[config.mk]
export PLATFORM = sky130hd
export DESIGN_NAME = sync_frame_tx
export DESIGN_NICKNAME = d
export VERILOG_FILES = /design/src/rtl/sync_frame_tx.sv
export SDC_FILE = /design/constraint.sdc
export NUM_CORES = 1
export LEC_CHECK = 0
export ABC_AREA = 1
export BUFFER_PORTS_ARGS = -buffer_cell sky130_fd_sc_hd__clkbuf_2
export CORE_UTILIZATION = 60
export CTS_BUF_LIST = sky130_fd_sc_hd__clkbuf_2
export DETAILED_ROUTE_END_ITERATION = 10
export PLACE_DENSITY = 0.81
export SYNTH_ARGS = -nofsm -noshare
export SYNTH_HDL_FRONTEND = slang
export SYNTH_SLANG_ARGS = --single-unit
[constraint.sdc]
create_clock -name clk -period 3.2 [get_ports clk]
set_input_delay 0.48 -clock clk [delete_from_list [all_inputs] [get_ports clk]]
set_output_delay 0.48 -clock clk [all_outputs]
set_load 0.03 [all_outputs]
[src/rtl/sync_frame_tx.sv]
// Serial frame transmitter: "1010" preamble, MSB-first payload, optional even parity,
// with bit stuffing and a guard bit so the preamble is the only "1010" on the line.
module sync_frame_tx #(
  parameter int DATA_W    = 8,
  parameter int PARITY_EN = 1,
  parameter int IDLE_GAP  = 2
) (
  input  logic              clk,
  input  logic              reset,
  input  logic              in_valid,
  output logic              in_ready,
  input  logic [DATA_W-1:0] in_data,
  output logic              tx_bit,
  output logic              tx_active,
  output logic              frame_done
);

  localparam int CW = $clog2(DATA_W + 4);
  localparam int GW = $clog2(IDLE_GAP + 1);

  // State names the phase of the bit the next edge will drive.
  typedef enum logic [2:0] {IDLE, SYNC, DATA, PAR, GUARD} state_t;

  state_t            state, state_nx;
  logic [CW-1:0]     cnt, cnt_nx;
  logic [GW-1:0]     gap, gap_nx;
  logic [2:0]        hist, hist_nx;
  logic              tx_nx, act_nx, done_nx;
  logic              load, shift;
  logic [DATA_W-1:0] sreg;
  logic              par;

  always_ff @(posedge clk) begin
    if (reset) begin
      state      <= IDLE;
      cnt        <= '0;
      gap        <= '0;
      hist       <= '0;
      tx_bit     <= 1'b0;
      tx_active  <= 1'b0;
      frame_done <= 1'b0;
    end else begin
      state      <= state_nx;
      cnt        <= cnt_nx;
      gap        <= gap_nx;
      hist       <= hist_nx;
      tx_bit     <= tx_nx;
      tx_active  <= act_nx;
      frame_done <= done_nx;
    end
  end

  // Payload shifter and running parity carry no reset; load overwrites them.
  always_ff @(posedge clk) begin
    if (load) begin
      sreg <= in_data;
      par  <= 1'b0;
    end else if (shift) begin
      sreg <= sreg << 1;
      par  <= par ^ sreg[DATA_W-1];
    end
  end

  always_comb begin
    state_nx = state;
    cnt_nx   = cnt;
    gap_nx   = gap;
    hist_nx  = hist;
    tx_nx    = 1'b0;
    act_nx   = tx_active;
    done_nx  = 1'b0;
    load     = 1'b0;
    shift    = 1'b0;
    in_ready = (state == IDLE) && (gap == GW'(IDLE_GAP));

    case (state)
      IDLE: begin
        act_nx = 1'b0;
        if (in_valid && in_ready) begin
          load     = 1'b1;
          tx_nx    = 1'b1;
          act_nx   = 1'b1;
          cnt_nx   = CW'(1);
          state_nx = SYNC;
        end else if (gap != GW'(IDLE_GAP)) begin
          gap_nx = gap + GW'(1);
        end
      end
      SYNC: begin
        tx_nx = ~cnt[0];
        if (cnt == CW'(3)) begin
          cnt_nx   = CW'(DATA_W - 1);
          state_nx = DATA;
        end else begin
          cnt_nx = cnt + CW'(1);
        end
      end
      DATA: begin
        if (hist == 3'b101) begin
          tx_nx = 1'b1;
        end else begin
          tx_nx = sreg[DATA_W-1];
          shift = 1'b1;
          if (cnt == '0) state_nx = (PARITY_EN != 0) ? PAR : GUARD;
          else           cnt_nx   = cnt - CW'(1);
        end
      end
      PAR: begin
        if (hist == 3'b101) begin
          tx_nx = 1'b1;
        end else begin
          tx_nx    = par;
          state_nx = GUARD;
        end
      end
      GUARD: begin
        // A guard '1' leaves hist at x11, so the following edge always ends the frame.
        if (hist == 3'b101) begin
          tx_nx = 1'b1;
        end else begin
          act_nx   = 1'b0;
          done_nx  = 1'b1;
          gap_nx   = '0;
          state_nx = IDLE;
        end
      end
      default: state_nx = IDLE;
    endcase

    if (state == IDLE) begin
      if (load) hist_nx = 3'b001;
    end else begin
      hist_nx = {hist[1:0], tx_nx};
    end
  end

endmodule

==> results of run 1 <==
==> flip-flops by register name, summed over array words and instances (netlist names) <==
name	cells
sreg	8
cnt	4
hist	3
state	3
gap	2
frame_done	1
par	1
tx_active	1
tx_bit	1
==> area by class of cell <==
class / instances / share of cell area (%)
timing repair buffer: 14 / 4.718
inverter: 20 / 5.223
multi-input combinational: 133 / 48.69
tap: 27 / 2.275
clock buffer: 4 / 1.348
sequential: 24 / 37.74
==> placed cells by master, fill, tap and decap left out <==
cell	netlist	final
a21oi_1	14	14
nor2_8	1	1
nor2_1	12	12
o211ai_1	1	1
inv_4	1	1
o21ai_0	4	4
inv_2	3	3
xor2_1	3	3
inv_1	16	16
dfxtp_1	16	16
nand4_1	2	2
nor3_1	2	2
nand3_4	1	1
nor2_2	3	3
nor2_4	3	3
nand2_4	5	5
nand3_1	13	13
a21oi_2	1	1
nand2_1	57	57
edfxtp_1	8	8
o21ai_4	1	1
nand2_2	6	6
o22ai_1	1	1
clkbuf_2	0	18
ha_1	3	3
==> cell families (layout without fill, tap and decap cells) <==
family          Yosys count  after routing  synth area share (%)
flops                    24             24                 40.73
compound gates           22             22                 9.365
simple gates            105            105                 38.55
fa+ha+maj                 3              3                 2.728
buf+inv                  22             38                 6.727
xor+xnor                  3              3                 1.909
==> layer usage <==
metal / vias up / part of all wire, % / routed length (microns)
li1: 605 / - / -
met1: 548 / 46 / 1309
met2: 39 / 47 / 1340
met3: 6 / 5.4 / 152
met4: 0 / 0.88 / 25
met5: - / 0 / 0
==> synth_stat cells <==
cell and instances:
nor2_4 3, nand3_1 13, nor2_2 3, a21oi_2 1, buf_6 1, buf_1 1
inv_2 3, nand2_2 6, nor2_1 12, nor3_1 2, nand2_4 5, o211ai_1 1
dfxtp_1 16, nand4_1 2, inv_1 16, edfxtp_1 8, a21oi_1 14, ha_1 3
nor2_8 1, o21ai_0 4, o21ai_4 1, nand2_1 57, o22ai_1 1, inv_4 1
nand3_4 1, xor2_1 3
==> per-stage QoR <==
step	cell area, sq um	worst slack, ps
floorplan	1376	1710
global placement	1465	1622
detailed placement	1465	1542
CTS	1485	1241
global route	1485	1132
finish	1485	1257
==> report_power, final <==
part / leakage, nW / internal [mW] / total, mW / switching (mW)
sequential: 0.205 / 0.428 / 0.501 / 0.0737
combinational: 0.516 / 0.246 / 0.721 / 0.475
clock: 0.0166 / 0.0330 / 0.121 / 0.0880
==> critical path, cell delays in order (launching register included) <==
cell	delay (ps)
dfxtp_1	500
inv_2	130
nand2_4	120
inv_2	60
nand2_4	90
inv_1	50
clkbuf_2	170
==> final timing paths <==
check | endpoint | slack [ps] | cells after the start
setup reg to reg | sreg[1] | 1520 | 7
hold / removal | sreg[5] | 400 | 3
hold reg to reg | hist[2] | 480 | 2
setup / recovery | in_ready | 1260 | 6
==> results.yml, run 1 <==
status:
  status: "completed"
synth:
  syn_area_per_cell_sq_um: 7.689
  netlist_instances: 179
  yosys.area.top_type: "dfxtp_1"
  ys_seq_elements: 24
  synth.net_count: 193
  netlist_area_sq_um: 1376
  yosysWarningCount: 0
  synthDistinctLibCells: 26
  synth_area_leaders: "dfxtp_1 23%, edfxtp_1 17%, nand2_1 16%"
  synth_top_area_share_pct: 23.27
  synth.yosys.seq_area_share_pct: 40.73
timing:
  drv_slew: 0
  final.min_clock_period_ps: 1943
  max_slew_margin_pct: 76.54
  max_freq_mhz: 514.6
  tns_ps: 0
  hold-worst-slack_ps: 398.1
  fin_skew_ps: 6.167
  hold_viol: 0
  tightestPinTransition_ps: 351.9
  rsz0062_at_grt: "false"
  min_period_over_period_pct: 60.72
  setup_viol: 0
global_route:
  antenna_found_initial: 0
  overflow: 0
  met3_usage_pct: 5.556
  grt_pass1_vias: 1122
  grt_pass1_wl_microns: 4899
  met2_usage_pct: 44.14
  gr-usage-met1_pct: 34.56
  busiest_layer: "met2"
  grt_max_degree: 14
  track_usage_pct: 26.12
critical_path:
  startpoint_type: "flip-flop"
  end_kind: "output pin"
  r2r_start: "state[1]"
  cp.arrival_ps: 1460
  crit_start: "state[0]"
  crit_type: "reg2out"
  critPathMaxFanout: 7
  worstPathRequired_ps: 2720
min_path:
  hp-start: "in_data[5]"
  hp-class: "in2reg"
final_layout:
  final_nets: 210
  final_util_pct: 72.03
  area_delta_synth_final_pct: 7.909
  ff_latch_area_sq_um: 560.5
  nFillCells: 171
  multi_input_area_sq_um: 723.2
  drive_above_1_share_pct: 22.05
  fin_cells: 222
  antenna_cells: 0
pwr:
  ir_drop_mv: 0.7031
  powerDensity_nw_per_um2: 904.3
  power_mw: 1.343
  p_leak_nw: 0.7381
place:
  dp.final_hpwl_microns: 2210
  io_buffer_count: 14
  dp_cells: 218
  gp_congestion: 0.9124
die:
  coreArea_sq_um: 2062
  die_w_microns: 49.90
  initial_core_util_pct: 66.75
  die-area_sq_um: 2490
  die_height_microns: 49.90
  io_pins: 15
  rows: 16
detailed_routing:
  viasPerCell: 5.396
  wl_per_cell_microns: 12.74
  detail_route.wirelength_microns: 2828
  postRouteAntennaNets: 0
  drc: 0
  vias: 1198
  drt_iter0_markers: 60
  drtPass1Iterations: 5
clock_tree:
  clockBufferDepth: 2
  root_buffer: "clkbuf_2"
  cts_setup_buffers: 0
  clkTransAtPathRegs_ps: 210
  cts_tree: "built"
  holdBufCountCts: 0
  cts_resized: 0
  insertion_delay_ps: 340
  htree_levels: 1
  cts_made_buffers: 3
  cts_sinks: 24
flow_run:
  drv_cap: 0
Note: power is estimated with default switching activity, not from simulation.
==> run 2, diff against run 1 <==
clock period = 1.9 ns   (was 3.2 ns; I/O delays follow)
==> results.yml, run 2 (synthesis gave the netlist of run 1 again) <==
pwr:
  combPwrFrac_pct: 50.6
  p_clk_share_pct: 14.3
  p_sw_mw: 1.090
  power_mw: 2.405
  ir_drop_mv: 1.355
  powerDensity_nw_per_um2: 1592
  p_leak_nw: 0.7480
  p_int_mw: 1.314
  sw_frac_of_total_pct: 45.34
  p_seq_share_pct: 35.1
flow_run:
  drv_cap: 0
timing:
  tns_ps: 0
  min_period_over_period_pct: 93.80
  final.min_clock_period_ps: 1782
  tightestPinTransition_ps: 381.3
  rsz0062_at_grt: "false"
  fin_skew_ps: 14.28
  hold_viol: 0
  setup_viol: 0
  max_slew_margin_pct: 74.58
  max_freq_mhz: 561.1
  drv_slew: 0
global_route:
  overflow: 0
  grt_pass1_wl_microns: 4830
  track_usage_pct: 25.83
  antenna_found_initial: 0
  grt_pass1_vias: 1134
  grt_max_degree: 15
min_path:
  hold_path_depth: 3
  hp-start: "in_data[5]"
  hp-class: "in2reg"
  min_to: "sreg[5]"
critical_path:
  crit-reg2reg-capture: "sreg[4]"
  end_kind: "output pin"
  ff2ff_path_depth: 7
  startpoint_type: "flip-flop"
  critPathMaxFanout: 7
  cp.arrival_ps: 1500
  r2r_start: "state[1]"
  rrSetupSlack_ps: 200
  crit_type: "reg2out"
  worstPathRequired_ps: 1620
final_layout:
  top_regs: "sreg x8, cnt x4"
  area_delta_synth_final_pct: 9.727
  fin_area_sq_um: 1510
  largest_reg_flops: 8
  final_common_cell: "nand2_1"
  antenna_cells: 0
  largest-register: "sreg"
  final_nets: 210
  layout_common_cells: "57 x nand2_1, 17 x clkbuf_2, 16 x inv_1, 16 x dfxtp_1, 14 x a21oi_1"
  drive_above_1_share_pct: 22.05
die:
  die_w_microns: 49.90
  die_height_microns: 49.90
  coreArea_sq_um: 2062
  rows: 16
  die-area_sq_um: 2490
  initial_core_util_pct: 66.75
  io_pins: 15
clock_tree:
  cts_sinks: 24
  cts_tree: "built"
  root_buffer: "clkbuf_2"
  clkTransAtPathRegs_ps: 240
  cts_resized: 0
  insertion_delay_ps: 360
  cts_setup_buffers: 0
  clockBufferDepth: 2
  htree_levels: 1
  holdBufCountCts: 0
  cts_made_buffers: 3
detailed_routing:
  detail_route.wirelength_microns: 2880
  drc: 0
  drt_iter0_markers: 59
  vias: 1217
  wl_per_cell_microns: 12.97
  drtPass1Iterations: 4
  viasPerCell: 5.482
  postRouteAntennaNets: 0
place:
  place_area_sq_um: 1465
  io_buffer_count: 14
  dp.final_hpwl_microns: 2237
  gp_congestion: 0.8658
status:
  status: "completed"
==> run 2: cell type report <==
class                           instances  area, sq um
Clock buffer                            3        15.01
Clock inverter                          1        30.03
Fill cell                             158        551.8
Inverter                               20        77.57
Multi-Input combinational cell        133        723.2
Sequential cell                        24        560.5
Tap cell                               27        33.78
Timing Repair Buffer                   14        70.07
==> run 2: power groups by stage <==
stage	clock network (mW)	logic, mW	registers [mW]
final	0.343	1.22	0.844
after global routing	0.360	1.37	0.859
after CTS	0.342	1.20	0.843
after detailed placement	0	1.19	0.856
after global placement	0	1.16	0.847
after floorplan	0	0.981	0.835
==> run 2: worst max path at each step <==
| stage | start | endpoint | slack [ps] |
|---|---|---|---|
| floorplan | state[1] | sreg[0] | 410 |
| global placement | state[1] | sreg[1] | 330 |
| detailed placement | state[1] | sreg[2] | 240 |
| CTS | state[0] | in_ready | 120 |
| global route | state[0] | in_ready | 40 |
| finish | state[0] | in_ready | 120 |
==> run 2: per-layer routing <==
layer	GRT usage [%]	share of wire, %	vias up
met5	0	0	-
met4	8.571	1.2	0
met3	1.852	7.0	5
met2	43.02	47	63
met1	35.20	45	539
li1	-	-	610
==> run 2: critical path, cell delays in order, from the launching register on <==
cell and delay (ps):
dfxtp_1 500, inv_2 140, nand2_4 120, inv_2 60, nand2_4 90, inv_1 50, clkbuf_2 170
==> run 2: through the flow <==
| step | worst slack (ps) | utilization [%] | cells | hold WS (ps) |
|---|---|---|---|---|
| 3_5_place_dp | 241.1 | 71.06 | 218 | 464.3 |
| 4_1_cts | 119.3 | 73.24 | 222 | 194.2 |
| 6_report | 117.7 | 73.24 | 222 | 190.1 |
| 3_3_place_gp | 331.7 | 71.06 | 218 | 457.4 |
| 2_1_floorplan | 410.1 | - | 179 | 439.3 |
| 5_1_grt | 39.60 | 73.24 | 222 | 177.6 |
